[src/rtl/wb_result_buffer.sv]
// wb_result_buffer: in-order result queue between a functional unit and the writeback arbiter.
// Squashed entries stay in place and drain one per cycle without needing a grant.
module wb_result_buffer #(
  parameter int DEPTH     = 4,
  parameter int XLEN      = 32,
  parameter int ROB_WIDTH = 6,
  parameter int RD_WIDTH  = 7,
  parameter int EXC_WIDTH = 5
) (
  input  logic                         clk,
  input  logic                         rst,
  input  logic                         in_en,
  input  logic                         in_we,
  input  logic [RD_WIDTH-1:0]          in_rd,
  input  logic [XLEN-1:0]              in_res,
  input  logic [EXC_WIDTH-1:0]         in_exccode,
  input  logic                         in_irq_enable,
  input  logic [ROB_WIDTH-1:0]         in_robIdx,
  output logic                         in_ready,
  output logic                         out_en,
  output logic                         out_we,
  output logic [RD_WIDTH-1:0]          out_rd,
  output logic [XLEN-1:0]              out_res,
  output logic [EXC_WIDTH-1:0]         out_exccode,
  output logic                         out_irq_enable,
  output logic [ROB_WIDTH-1:0]         out_robIdx,
  input  logic                         wb_valid,
  input  logic                         flush_en,
  input  logic [ROB_WIDTH-1:0]         flush_robIdx,
  output logic [$clog2(DEPTH):0]       count
);
  localparam int AW = $clog2(DEPTH);
  logic                 we_q   [DEPTH];
  logic [RD_WIDTH-1:0]  rd_q   [DEPTH];
  logic [XLEN-1:0]      res_q  [DEPTH];
  logic [EXC_WIDTH-1:0] exc_q  [DEPTH];
  logic                 irq_q  [DEPTH];
  logic [ROB_WIDTH-1:0] rob_q  [DEPTH];
  logic                 live_q [DEPTH];
  logic [AW-1:0]        head, tail;
  logic [AW:0]          cnt;
  logic                 push, pop;
  function automatic logic younger(input logic [ROB_WIDTH-1:0] a, input logic [ROB_WIDTH-1:0] f);
    return (a[ROB_WIDTH-1] == f[ROB_WIDTH-1]) ? (a[ROB_WIDTH-2:0] > f[ROB_WIDTH-2:0])
                                              : (a[ROB_WIDTH-2:0] < f[ROB_WIDTH-2:0]);
  endfunction
  assign in_ready       = cnt != (AW+1)'(DEPTH);
  assign out_en         = (cnt != '0) & live_q[head];
  assign push           = in_en & in_ready;
  // a dead head leaves without a grant; a live head leaves only when granted
  assign pop            = (cnt != '0) & (~live_q[head] | wb_valid);
  assign count          = cnt;
  assign out_we         = we_q[head];
  assign out_rd         = rd_q[head];
  assign out_res        = res_q[head];
  assign out_exccode    = exc_q[head];
  assign out_irq_enable = irq_q[head];
  assign out_robIdx     = rob_q[head];
  always_ff @(posedge clk or posedge rst) begin
    if (rst) begin
      head <= '0;
      tail <= '0;
      cnt  <= '0;
      for (int i = 0; i < DEPTH; i++) begin
        we_q[i]   <= 1'b0;
        rd_q[i]   <= '0;
        res_q[i]  <= '0;
        exc_q[i]  <= '0;
        irq_q[i]  <= 1'b0;
        rob_q[i]  <= '0;
        live_q[i] <= 1'b0;
      end
    end else begin
      if (push) begin
        tail        <= tail + 1'b1;
        we_q[tail]  <= in_we;
        rd_q[tail]  <= in_rd;
        res_q[tail] <= in_res;
        exc_q[tail] <= in_exccode;
        irq_q[tail] <= in_irq_enable;
        rob_q[tail] <= in_robIdx;
      end
      if (pop) head <= head + 1'b1;
      if (push != pop) cnt <= push ? cnt + 1'b1 : cnt - 1'b1;
      // the granted head has already left; clearing a freed slot's live bit is harmless
      for (int i = 0; i < DEPTH; i++)
        if (push && AW'(i) == tail) live_q[i] <= ~(flush_en & younger(in_robIdx, flush_robIdx));
        else if (flush_en && younger(rob_q[i], flush_robIdx)) live_q[i] <= 1'b0;
    end
  end
  always_ff @(posedge clk)
    if (!rst && in_en) assert (in_ready) else $error("wb_result_buffer: push while full dropped");
endmodule

[config.mk]
export PLATFORM = sky130hd
export DESIGN_NAME = wb_result_buffer
export DESIGN_NICKNAME = d
export VERILOG_FILES = /design/src/rtl/wb_result_buffer.sv
export SDC_FILE = /design/constraint.sdc
export NUM_CORES = 1
export LEC_CHECK = 0
export CORE_MARGIN = 8
export CORE_UTILIZATION = 25
export CTS_BUF_LIST = sky130_fd_sc_hd__clkbuf_2 sky130_fd_sc_hd__clkbuf_4 sky130_fd_sc_hd__clkbuf_8
export DETAILED_ROUTE_END_ITERATION = 6
export MAX_ROUTING_LAYER = met4
export PLACE_DENSITY = 0.54
export SYNTH_ARGS = -nofsm -noshare
export SYNTH_HDL_FRONTEND = slang
export SYNTH_SLANG_ARGS = --single-unit
[constraint.sdc]
create_clock -name clk -period 11.3 [get_ports clk]
set_clock_uncertainty 0.1 [all_clocks]
set_input_delay 3.39 -clock clk [delete_from_list [all_inputs] [get_ports clk]]
set_output_delay 3.39 -clock clk [all_outputs]
set_load 0.02 [all_outputs]
==> impl_metrics.sql, run 1 <==
INSERT INTO impl_metrics (metric_group, metric, value, unit) VALUES
('status', 'outcome', 'finished clean', ''),
('routing', 'drt_first_iter_violations', '207', ''),
('timing', 'worst-slew-pin-transition', '1.15', 'ns'),
('timing', 'setup_viol_count_final', '0', ''),
('clock_network', 'worstSkewPairLatency', '0.57', 'ns'),
('routing', 'routed-via-count', '6003', ''),
('power_and_ir_drop', 'share_comb_of_total_power', '46.3', '%'),
('power_and_ir_drop', 'p_leak', '0.00540', 'µW'),
('power_and_ir_drop', 'power.sequential.fraction', '33.8', '%'),
('routing', 'totalWireLength', '25300', 'µm'),
('timing', 'totalNegativeSetupSlack', '0', 'ns'),
('critical_path', 'worst_path_dominant_cell_family', 'buffers and inverters', ''),
('critical_path', 'peak_fanout_along_the_critical_path', '38', ''),
('clock_network', 'cts_tree', 'done', ''),
('synthesis', 'syn_nets', '743', ''),
('critical_path', 'crit_path_cell_trace', 'buf_4 -> mux4_2 -> nor2b_1 -> clkdlybuf4s50_1', ''),
('timing', 'fmax', '0.146', 'GHz'),
('critical_path', 'crit_buf_inv', '2', ''),
('synthesis', 'post_synth_instance_area', '10200', 'µm²'),
('timing', 'finalHoldViolations', '0', ''),
('clock_network', 'postCtsHoldBufs', '0', ''),
('synthesis', 'ys.warnings.count', '0', ''),
('synthesis', 'synth_top_area_cell', 'sky130_fd_sc_hd__dfrtp_1', ''),
('global_routing', 'grt_max_degree', '83', ''),
('routing', 'drt-pass1-iter-count', '4', ''),
('finish', 'area.growth.synth_to_final', '26.3', '%'),
('critical_path', 'crit_arrival', '3.37', 'ns'),
('critical_path', 'timing_worst_setup_path_type', 'reg2out', ''),
('global_routing', 'first_global_vias', '6718', ''),
('clock_network', 'cts.clk_slew.worst_paths', '0.06', 'ns'),
('critical_path', 'cp_peak_stage_delay', '0.79', 'ns'),
('global_routing', 'grt_overall_usage', '11.1', '%'),
('clock_network', 'cts_buffers', '43', ''),
('synthesis', 'syn_avg_cell_area', '15.7', 'µm²'),
('global_routing', 'final_global_route_overflow_total', '0', ''),
('timing', 'hold-worst-slack', '0.398', 'ns'),
('routing', 'route.detailed.wl_per_inst', '18.8', 'µm'),
('timing', 'finalCritPeriodShare', '60.7', '%'),
('power_and_ir_drop', 'power.share.switching', '34.0', '%'),
('finish', 'final_layout_size_suffix_gt1_share', '42.7', '%'),
('power_and_ir_drop', 'power.density_cell_area', '331', 'nW/µm²'),
('routing', 'post_drt_via_cell_ratio', '4.46', ''),
('power_and_ir_drop', 'clockPowerShare', '19.9', '%'),
('synthesis', 'post-synth-top-area-fraction', '53.8', '%'),
('synthesis', 'sequential_element_share_of_the_synthesized_area', '53.8', '%'),
('floorplanning', 'fp.dieArea', '47500', 'µm²'),
('worst_hold_path', 'min_path_type', 'reg2reg', ''),
('floorplanning', 'die_height', '218', 'µm'),
('synthesis', 'synth_cells', '650', ''),
('critical_path', 'timing.critical_path.to_type', 'output port', ''),
('power_and_ir_drop', 'vdd_ir_drop_max', '170', 'µV'),
('synthesis', 'netlist-cell-type-count', '39', ''),
('clock_network', 'cts.sinks', '219', ''),
('routing', 'drt_drc_violations_left', '0', ''),
('floorplanning', 'initial_util', '25.1', '%'),
('floorplanning', 'die-width', '218', 'µm'),
('clock_network', 'postCtsResizedCells', '0', ''),
('global_routing', 'first_pass_grt_wire_length', '39700', 'µm'),
('finish', 'finalNetCount', '877', ''),
('power_and_ir_drop', 'internal_power', '2810', 'µW'),
('clock_network', 'post_cts.repair.setup_buffers', '0', ''),
('clock_network', 'clockRootBuffer', 'sky130_fd_sc_hd__clkbuf_8', ''),
('routing', 'drt.antenna.violating_nets', '0', ''),
('placement', 'gpl.final_weighted_congestion', '0.713', ''),
('synthesis', 'synth_area_leaders', 'sky130_fd_sc_hd__dfrtp_1 54%, sky130_fd_sc_hd__mux2_2 23%, sky130_fd_sc_hd__mux4_2 12%, sky130_fd_sc_hd__ha_1 3.6%, sky130_fd_sc_hd__buf_2 1.3%', ''),
('placement', 'port_buffers', '119', ''),
('power_and_ir_drop', 'total_switching_power', '1450', 'µW'),
('floorplanning', 'core_area', '40600', 'µm²'),
('timing', 'timing.final.max_slew_violations', '0', ''),
('critical_path', 'critical_path_required', '7.81', 'ns'),
('critical_path', 'critPathLaunchType', 'flip-flop', '');
-- sequential cells by signal, indices dropped and copies added, names as in the netlist --
signal / count
we_q: 4
irq_q: 4
head: 2
exc_q: 20
tail: 2
live_q: 4
rd_q: 28
count: 3
rob_q: 24
res_q: 128
-- final cells by class --
type | count | area, µm²
antenna | 1 | 2.50
clock buffer | 69 | 856
clock inverter | 5 | 58.8
fill | 4052 | 27700
inverter | 17 | 71.3
multi-input combinational | 380 | 4510
sequential | 219 | 5490
tap | 532 | 666
timing repair buffer | 123 | 1220
-- cell families (layout without fill, tap and decap cells) --
family | count (synthesis) | after routing | share of synthesized area (%)
mux | 260 | 260 | 34.6
flops | 219 | 219 | 53.8
buf+inv | 51 | 214 | 2.28
simple gates | 44 | 44 | 2.22
compound gates | 35 | 35 | 2.41
fa+ha+maj | 30 | 30 | 3.76
xor+xnor | 11 | 11 | 0.945
other cells | 0 | 1 | 0
-- power by group through the flow --
stage	combinational (µW)	clock [µW]	sequential, µW
global route	2120	923	1490
finish	1970	845	1440
detailed placement	2010	0	1460
CTS	2020	891	1440
global placement	1990	0	1440
floorplan	1370	0	1340
-- synthesized netlist by cell type --
library cell	number
sky130_fd_sc_hd__a211o_1	1
sky130_fd_sc_hd__a211oi_1	1
sky130_fd_sc_hd__a21boi_0	1
sky130_fd_sc_hd__a21o_1	6
sky130_fd_sc_hd__a21oi_1	7
sky130_fd_sc_hd__a221o_1	2
sky130_fd_sc_hd__a32o_1	1
sky130_fd_sc_hd__a41o_1	2
sky130_fd_sc_hd__and3_1	3
sky130_fd_sc_hd__buf_1	1
sky130_fd_sc_hd__buf_2	27
sky130_fd_sc_hd__buf_6	1
sky130_fd_sc_hd__clkbuf_1	5
sky130_fd_sc_hd__dfrtp_1	219
sky130_fd_sc_hd__fa_1	1
sky130_fd_sc_hd__ha_1	29
sky130_fd_sc_hd__inv_1	17
sky130_fd_sc_hd__mux2_2	205
sky130_fd_sc_hd__mux2_4	1
sky130_fd_sc_hd__mux2i_1	1
sky130_fd_sc_hd__mux4_2	53
sky130_fd_sc_hd__nand2_1	15
sky130_fd_sc_hd__nand3_1	4
sky130_fd_sc_hd__nand4_1	4
sky130_fd_sc_hd__nor2_1	5
sky130_fd_sc_hd__nor2_4	1
sky130_fd_sc_hd__nor2b_1	2
sky130_fd_sc_hd__nor2b_4	1
sky130_fd_sc_hd__nor3_1	5
sky130_fd_sc_hd__nor4_1	1
sky130_fd_sc_hd__o211ai_1	1
sky130_fd_sc_hd__o21ai_0	8
sky130_fd_sc_hd__o21ba_2	1
sky130_fd_sc_hd__o21bai_1	2
sky130_fd_sc_hd__o311a_1	1
sky130_fd_sc_hd__o41ai_1	1
sky130_fd_sc_hd__or3_1	3
sky130_fd_sc_hd__xnor2_1	7
sky130_fd_sc_hd__xor2_1	4
-- worst paths after layout --
kind / from / end / slack, ns / cells past startpoint
min in group asynchronous: rst / res_q[46] / 3.21 / 2
max in group asynchronous: rst / exc_q[16] / 6.46 / 3
worst min register to register: res_q[7] / res_q[7] / 0.40 / 1
worst max register to register: head[0] / count[1] / 8.08 / 6
worst min-delay path: res_q[7] / res_q[7] / 0.40 / 1
worst max-delay path: head[0] / out_en / 4.44 / 4
-- metrics by stage --
| stage | cell area [µm²] | std cells | total power (µW) | utilization, % | setup WS [ns] |
|---|---|---|---|---|---|
| after floorplan | 10200 | 650 | 2720 | - | 1.82 |
| final | 12900 | 1346 | 4260 | 31.7 | 4.44 |
| after detailed placement | 12000 | 1271 | 3470 | 29.5 | 4.80 |
| after CTS | 12900 | 1345 | 4360 | 31.7 | 4.23 |
| after global placement | 12000 | 1271 | 3430 | 29.5 | 4.83 |
| after global routing | 12900 | 1346 | 4540 | 31.7 | 4.13 |
-- placed cells by master, fill, tap and decap left out, types with 2 or more instances in the layout --
cell type                         instances
sky130_fd_sc_hd__o21bai_1                 2
sky130_fd_sc_hd__a21o_1                   6
sky130_fd_sc_hd__nand3_1                  4
sky130_fd_sc_hd__clkbuf_8                54
sky130_fd_sc_hd__clkdlybuf4s50_1        119
sky130_fd_sc_hd__a21oi_1                  7
sky130_fd_sc_hd__mux4_2                  53
sky130_fd_sc_hd__ha_1                    29
sky130_fd_sc_hd__nand2_1                 11
sky130_fd_sc_hd__dfrtp_1                217
sky130_fd_sc_hd__o21ai_0                  8
sky130_fd_sc_hd__nand2_4                  4
sky130_fd_sc_hd__nor2_1                   5
sky130_fd_sc_hd__a41o_1                   2
sky130_fd_sc_hd__xor2_1                   4
sky130_fd_sc_hd__buf_4                    4
sky130_fd_sc_hd__or3_1                    3
sky130_fd_sc_hd__a221o_1                  2
sky130_fd_sc_hd__mux2_2                 205
sky130_fd_sc_hd__nor2b_1                  2
sky130_fd_sc_hd__clkbuf_4                15
sky130_fd_sc_hd__nand4_1                  4
sky130_fd_sc_hd__nor3_1                   5
sky130_fd_sc_hd__inv_1                   16
sky130_fd_sc_hd__and3_1                   3
sky130_fd_sc_hd__xnor2_1                  7
sky130_fd_sc_hd__clkinvlp_4               2
-- per-layer routing --
layer,track usage [%],vias to the layer above,share of wire (%)
li1,-,2694,-
met1,14.0,3156,46
met2,17.1,116,47
met3,3.27,37,4.7
met4,3.29,0,1.9
met5,-,-,0
Note: power is estimated with default switching activity, not from simulation.
==> run 2: changes to the inputs <==
- PLACE_DENSITY: 0.54 -> 0.55
- clock period: 11.3 -> 6.3 ns (I/O delays scaled with it)
==> run 2 against run 1 <==
Compared with the run above: clock power rose by 74%; worst setup slack got worse by 3.2 ns; critical path depth fell by 1; via count rose by 0.93%.
==> impl_metrics.sql, run 2 (same netlist as run 1, synthesis figures left out) <==
INSERT INTO impl_metrics (metric_group, metric, value, unit) VALUES
('timing', 'totalNegativeSetupSlack', '0', 'ns'),
('global_routing', 'first_pass_grt_wire_length', '39200', 'µm'),
('critical_path', 'timing.critical_path.to_type', 'output port', ''),
('finish', 'stdcell_count', '1354', ''),
('routing', 'drt-pass1-iter-count', '5', ''),
('timing', 'finalHoldViolations', '0', ''),
('clock_network', 'clockRootBuffer', 'sky130_fd_sc_hd__clkbuf_8', ''),
('power_and_ir_drop', 'p_leak', '0.00543', 'µW'),
('placement', 'gpl.final_weighted_congestion', '0.733', ''),
('placement', 'dp.final_hpwl', '15700', 'µm'),
('power_and_ir_drop', 'clockPowerShare', '19.3', '%'),
('routing', 'drt.antenna.violating_nets', '0', ''),
('critical_path', 'critPathLaunchType', 'flip-flop', ''),
('routing', 'route.detailed.wl_per_inst', '18.1', 'µm'),
('status', 'outcome', 'finished clean', ''),
('finish', 'biggest_regs', 'res_q: 128 flops, rd_q: 28 flops, rob_q: 24 flops', ''),
('placement', 'placed_cells', '1279', ''),
('finish', 'final_layout_size_suffix_gt1_share', '43.2', '%'),
('critical_path', 'cp_peak_stage_delay', '0.98', 'ns'),
('timing', 'slew_headroom', '38.3', '%'),
('global_routing', 'grt_antenna_before_repair', '1', ''),
('clock_network', 'postCtsHoldBufs', '0', ''),
('power_and_ir_drop', 'vdd_ir_drop_max', '261', 'µV'),
('clock_network', 'cts_max_level', '2', ''),
('critical_path', 'crit_buf_inv', '2', ''),
('timing', 'timing.final.max_slew_violations', '0', ''),
('routing', 'routed-via-count', '6059', ''),
('critical_path', 'timing_worst_setup_path_type', 'reg2out', ''),
('floorplanning', 'initial_util', '25.1', '%'),
('timing', 'setup_viol_count_final', '0', ''),
('clock_network', 'postCtsResizedCells', '0', ''),
('run', 'max_cap_viol_count', '0', ''),
('timing', 'fmax', '0.197', 'GHz'),
('global_routing', 'first_global_vias', '6764', ''),
('timing', 'worst-slew-pin-transition', '0.925', 'ns'),
('clock_network', 'worstSkewPairLatency', '0.58', 'ns'),
('finish', 'final_common_cell', 'sky130_fd_sc_hd__dfrtp_1', ''),
('global_routing', 'final_global_route_overflow_total', '0', ''),
('clock_network', 'cts_buffers', '43', ''),
('finish', 'finalNetCount', '885', ''),
('routing', 'post_drt_via_cell_ratio', '4.47', ''),
('finish', 'largest_register', 'res_q', ''),
('floorplanning', 'core_area', '40600', 'µm²'),
('power_and_ir_drop', 'power.sequential.fraction', '34.8', '%'),
('power_and_ir_drop', 'internal_power', '5010', 'µW'),
('critical_path', 'timing.critical_path.slowest_stage_cell', 'sky130_fd_sc_hd__dfrtp_4', ''),
('floorplanning', 'rows', '74', ''),
('floorplanning', 'die_height', '218', 'µm'),
('worst_hold_path', 'min_path_type', 'reg2reg', ''),
('power_and_ir_drop', 'share_comb_of_total_power', '45.9', '%'),
('timing', 'unrepaired_setup_endpoints_after_global_routing', 'no', ''),
('power_and_ir_drop', 'power.density_cell_area', '586', 'nW/µm²'),
('floorplanning', 'die-width', '218', 'µm'),
('power_and_ir_drop', 'power.share.switching', '33.9', '%'),
('finish', 'area.growth.synth_to_final', '26.9', '%'),
('timing', 'finalCritPeriodShare', '80.5', '%'),
('global_routing', 'grt_overall_usage', '10.8', '%'),
('clock_network', 'post_cts.repair.setup_buffers', '0', ''),
('floorplanning', 'boundaryPins', '120', ''),
('clock_network', 'cts_tree', 'done', ''),
('clock_network', 'cts.clk_slew.worst_paths', '0.05', 'ns'),
('critical_path', 'worst_path_dominant_cell_family', 'flip-flops', ''),
('critical_path', 'peak_fanout_along_the_critical_path', '37', ''),
('finish', 'final_cell_mix', '217 x sky130_fd_sc_hd__dfrtp_1, 205 x sky130_fd_sc_hd__mux2_2, 119 x sky130_fd_sc_hd__clkdlybuf4s50_1', ''),
('floorplanning', 'fp.dieArea', '47500', 'µm²'),
('critical_path', 'r2r_setup_slack', '3.62', 'ns'),
('placement', 'port_buffers', '119', ''),
('critical_path', 'critical_path_required', '4.31', 'ns'),
('critical_path', 'crit_path_cell_trace', 'buf_4 -> mux4_2 -> clkdlybuf4s50_1', ''),
('routing', 'drt_first_iter_violations', '181', ''),
('power_and_ir_drop', 'total_switching_power', '2570', 'µW'),
('clock_network', 'cts.sinks', '219', ''),
('finish', 'flip_flop_count_of_the_largest_register_all_copies_and_words_added', '128', ''),
('timing', 'period_minus_slack', '5.07', 'ns'),
('routing', 'drt_drc_violations_left', '0', ''),
('critical_path', 'crit_arrival', '3.08', 'ns'),
('global_routing', 'grt_max_degree', '113', ''),
('clock_network', 'cts_buffer_depth', '3', ''),
('routing', 'totalWireLength', '24500', 'µm');
## run 2: cell count changes in the layout (fill, tap and decap cells not counted), sizes merged
cell	delta
buf	+8
clkbuf	-3
inv	-1
clkinv	+4
## run 2: final timing paths
check | endpoint | start | depth (start not counted)
worst max-delay path | out_res[31] | head[0] | 3
worst min-delay path | exc_q[6] | exc_q[6] | 1
worst max register to register | count[1] | head[0] | 5
worst min register to register | exc_q[6] | exc_q[6] | 1
max in group asynchronous | res_q[65] | rst | 3
min in group asynchronous | res_q[92] | rst | 3
## run 2: cell type report
class / instances / area (µm²)
flip-flops and latches: 219 / 5490
clock buffers: 66 / 808
fillers: 4051 / 27600
clock inverters: 8 / 71.3
inverters: 17 / 67.6
multi-input cells: 380 / 4510
repair buffers: 131 / 1320
diodes: 1 / 2.50
well taps: 532 / 666
## run 2: through the flow
step | worst slack (ns) | utilization, % | hold slack, ns | area (µm²) | total power [µW]
after floorplan | 1.46 | - | 0.366 | 10200 | 4870
after global placement | 1.72 | 29.7 | 0.382 | 12000 | 6170
after detailed placement | 1.67 | 29.7 | 0.387 | 12000 | 6220
after CTS | 1.02 | 31.9 | 0.400 | 12900 | 7750
after global routing | 0.997 | 31.9 | 0.410 | 12900 | 8080
final | 1.23 | 31.9 | 0.398 | 12900 | 7580
## run 2: worst reg2reg max path: stages (launching register included)
cell and delay [ns]:
sky130_fd_sc_hd__dfrtp_4 0.98, sky130_fd_sc_hd__mux4_2 0.63, sky130_fd_sc_hd__nor2b_4 0.17, sky130_fd_sc_hd__nor2_4 0.17
sky130_fd_sc_hd__xnor2_1 0.20, sky130_fd_sc_hd__mux2_4 0.33
## run 2: per-layer routing
| layer | track usage, % | wire length [µm] |
|---|---|---|
| met1 | 13.4 | 11100 |
| met2 | 16.6 | 11300 |
| met3 | 2.75 | 1280 |
| met4 | 4.93 | 729 |
| met5 | - | 0 |
## run 2: power groups by stage
| stage | sequential, µW | clock, µW | combinational [µW] |
|---|---|---|---|
| final | 2640 | 1470 | 3480 |
| after global routing | 2740 | 1600 | 3740 |
| after CTS | 2660 | 1540 | 3560 |
| after detailed placement | 2680 | 0 | 3540 |
| after global placement | 2670 | 0 | 3500 |
| after floorplan | 2410 | 0 | 2460 |
==> run 3: changes to the inputs <==
- PLACE_DENSITY: 0.55 -> 0.54
- clock period: 6.3 -> 4.93 ns (I/O delays scaled with it)
==> run 3 against run 2 <==
Compared with the run above: non-clock buffer count grew 2; largest power group unchanged; sequential share of layout area shrank 0.090 points; final area grew 0.21%; routed wire length grew 3.1%; utilization grew 0.068 points; register-to-register slack lost 1.2 ns; clock-buffer cell count shrank 3; worst setup slack lost 0.74 ns; highest routed layer unchanged; global-route usage grew 0.28 points; total power grew 28%; critical path depth is the same; combinational power grew 32%.
==> impl_metrics.sql, run 3 (same netlist as run 1, synthesis figures left out) <==
INSERT INTO impl_metrics (metric_group, metric, value, unit) VALUES
('clock_network', 'postCtsResizedCells', '0', ''),
('timing', 'totalNegativeSetupSlack', '0', 'ns'),
('finish', 'finalNetCount', '884', ''),
('clock_network', 'cts_max_level', '2', ''),
('critical_path', 'critPathLaunchType', 'flip-flop', ''),
('critical_path', 'worst_path_dominant_cell_family', 'buffers and inverters', ''),
('routing', 'topRoutingLayerUsed', 'met4', ''),
('routing', 'drt_first_iter_violations', '301', ''),
('timing', 'finalHoldViolations', '0', ''),
('finish', 'flip_flop_count_of_the_largest_register_all_copies_and_words_added', '128', ''),
('critical_path', 'r2r_setup_slack', '2.46', 'ns'),
('global_routing', 'grt_antenna_before_repair', '1', ''),
('timing', 'timing.final.max_slew_violations', '0', ''),
('finish', 'final_common_cell', 'sky130_fd_sc_hd__dfrtp_1', ''),
('finish', 'final_layout_size_suffix_gt1_share', '42.9', '%'),
('finish', 'final_cell_mix', '217 x sky130_fd_sc_hd__dfrtp_1, 205 x sky130_fd_sc_hd__mux2_2, 119 x sky130_fd_sc_hd__clkdlybuf4s50_1', ''),
('timing', 'fmax', '0.225', 'GHz'),
('timing', 'finalCritPeriodShare', '90.0', '%'),
('critical_path', 'critical_path.startpoint', 'head[0]', ''),
('critical_path', 'crit_path_cell_trace', 'buf_4 -> mux4_2 -> clkdlybuf4s50_1', ''),
('critical_path', 'crit_arrival', '2.86', 'ns'),
('routing', 'drt.antenna.violating_nets', '0', ''),
('routing', 'route.detailed.wl_per_inst', '18.7', 'µm'),
('timing', 'unrepaired_setup_endpoints_after_global_routing', 'no', ''),
('critical_path', 'timing.critical_path.slowest_stage_cell', 'sky130_fd_sc_hd__dfrtp_4', ''),
('global_routing', 'first_global_vias', '6818', ''),
('power_and_ir_drop', 'power.density_cell_area', '751', 'nW/µm²'),
('critical_path', 'cp_peak_stage_delay', '0.77', 'ns'),
('routing', 'post_drt_via_cell_ratio', '4.47', ''),
('clock_network', 'post_cts.repair.setup_buffers', '0', ''),
('routing', 'totalWireLength', '25200', 'µm'),
('clock_network', 'cts.clk_slew.worst_paths', '0.06', 'ns'),
('worst_hold_path', 'min_path_type', 'reg2reg', ''),
('floorplanning', 'die-width', '218', 'µm'),
('floorplanning', 'boundaryPins', '120', ''),
('timing', 'setup_viol_count_final', '0', ''),
('clock_network', 'clockRootBuffer', 'sky130_fd_sc_hd__clkbuf_8', ''),
('clock_network', 'cts_buffers', '40', ''),
('critical_path', 'timing_worst_setup_path_type', 'reg2out', ''),
('placement', 'dp.final_hpwl', '16400', 'µm'),
('floorplanning', 'initial_util', '25.1', '%'),
('timing', 'period_minus_slack', '4.44', 'ns'),
('finish', 'area.growth.synth_to_final', '27.1', '%'),
('routing', 'routed-via-count', '6033', ''),
('clock_network', 'cts_tree', 'done', ''),
('critical_path', 'critical_path_required', '3.35', 'ns'),
('critical_path', 'peak_fanout_along_the_critical_path', '23', ''),
('power_and_ir_drop', 'vdd_ir_drop_max', '398', 'µV'),
('floorplanning', 'rows', '74', ''),
('critical_path', 'crit_cells', '3', ''),
('timing', 'slew_headroom', '53.1', '%'),
('floorplanning', 'core_area', '40600', 'µm²'),
('finish', 'stdcell_count', '1349', ''),
('critical_path', 'reg2reg_depth', '6', ''),
('status', 'outcome', 'finished clean', ''),
('floorplanning', 'fp.dieArea', '47500', 'µm²'),
('global_routing', 'grt_max_degree', '70', ''),
('routing', 'drt_drc_violations_left', '0', ''),
('clock_network', 'worstSkewPairLatency', '0.56', 'ns'),
('finish', 'largest_register', 'res_q', ''),
('critical_path', 'worstReg2RegStart', 'head[1]', ''),
('finish', 'biggest_regs', 'res_q: 128 flops, rd_q: 28 flops, rob_q: 24 flops', ''),
('global_routing', 'grt_overall_usage', '11.1', '%'),
('placement', 'placed_cells', '1281', ''),
('placement', 'gpl.final_weighted_congestion', '0.721', ''),
('critical_path', 'reg2reg_to', 'count[1]', ''),
('clock_network', 'postCtsHoldBufs', '0', ''),
('global_routing', 'final_global_route_overflow_total', '0', ''),
('power_and_ir_drop', 'p_leak', '0.00543', 'µW'),
('critical_path', 'crit_buf_inv', '2', ''),
('routing', 'wl_met1', '11500', 'µm'),
('clock_network', 'cts_buffer_depth', '3', ''),
('critical_path', 'timing.critical_path.to_type', 'output port', ''),
('floorplanning', 'die_height', '218', 'µm'),
('routing', 'wl_met2', '11800', 'µm'),
('timing', 'worst-slew-pin-transition', '0.702', 'ns'),
('routing', 'drt-pass1-iter-count', '4', ''),
('placement', 'port_buffers', '119', ''),
('run', 'max_cap_viol_count', '0', ''),
('finish', 'final.fill_count', '4012', ''),
('clock_network', 'cts.sinks', '219', ''),
('critical_path', 'worstSetupEndpoint', 'out_rd[3]', ''),
('routing', 'met3WireLength', '1250', 'µm'),
('global_routing', 'first_pass_grt_wire_length', '39800', 'µm');
==> run 3: how the worst min path moves through the flow <==
stage	from	endpoint	slack [ns]	cells after the start
global placement	res_q[56]	res_q[56]	0.38	1
finish	res_q[0]	res_q[0]	0.40	1
floorplan	rob_q[6]	rob_q[6]	0.37	2
detailed placement	res_q[56]	res_q[56]	0.39	1
CTS	res_q[52]	res_q[52]	0.40	1
global route	res_q[4]	res_q[4]	0.41	1
==> run 3: layout make-up <==
type	count	area, µm²	share of cell area (%)
clock inverters	4	75.1	0.579
clock buffers	63	767	5.92
inverters	17	67.6	0.522
well taps	532	666	5.14
repair buffers	133	1380	10.7
flip-flops and latches	219	5490	42.3
diodes	1	2.50	0.0193
multi-input cells	380	4510	34.8
==> run 3: worst reg2reg max path, delay by kind of cell (launching register included) <==
kind          cells  cell delay, ns
flops             1            0.60
simple gates      2            0.33
buf+inv           1            0.42
mux               2            0.72
xor+xnor          1            0.19
==> run 3: where the power goes <==
part	internal, µW	leakage (µW)	switching, µW
Combinational	2610	0.00239	1970
Clock	1080	0.000440	738
Sequential	2730	0.00260	588
==> run 3: metal layers <==
metal / vias to the layer above / GRT usage [%]
li1: 2715 / -
met1: 3149 / 13.9
met3: 41 / 2.62
met2: 128 / 17.0
met4: 0 / 4.77
met5: - / -
==> run 3: through the flow <==
step / utilization [%] / setup slack (ns) / power [µW] / hold slack, ns / cell area (µm²)
5_1_grt: 31.9 / 0.276 / 10300 / 0.409 / 13000
2_1_floorplan: - / 0.497 / 6230 / 0.366 / 10200
6_report: 31.9 / 0.491 / 9720 / 0.398 / 13000
4_1_cts: 31.9 / 0.348 / 9920 / 0.401 / 13000
3_5_place_dp: 29.9 / 0.998 / 8020 / 0.388 / 12100
3_3_place_gp: 29.9 / 1.01 / 7950 / 0.382 / 12100
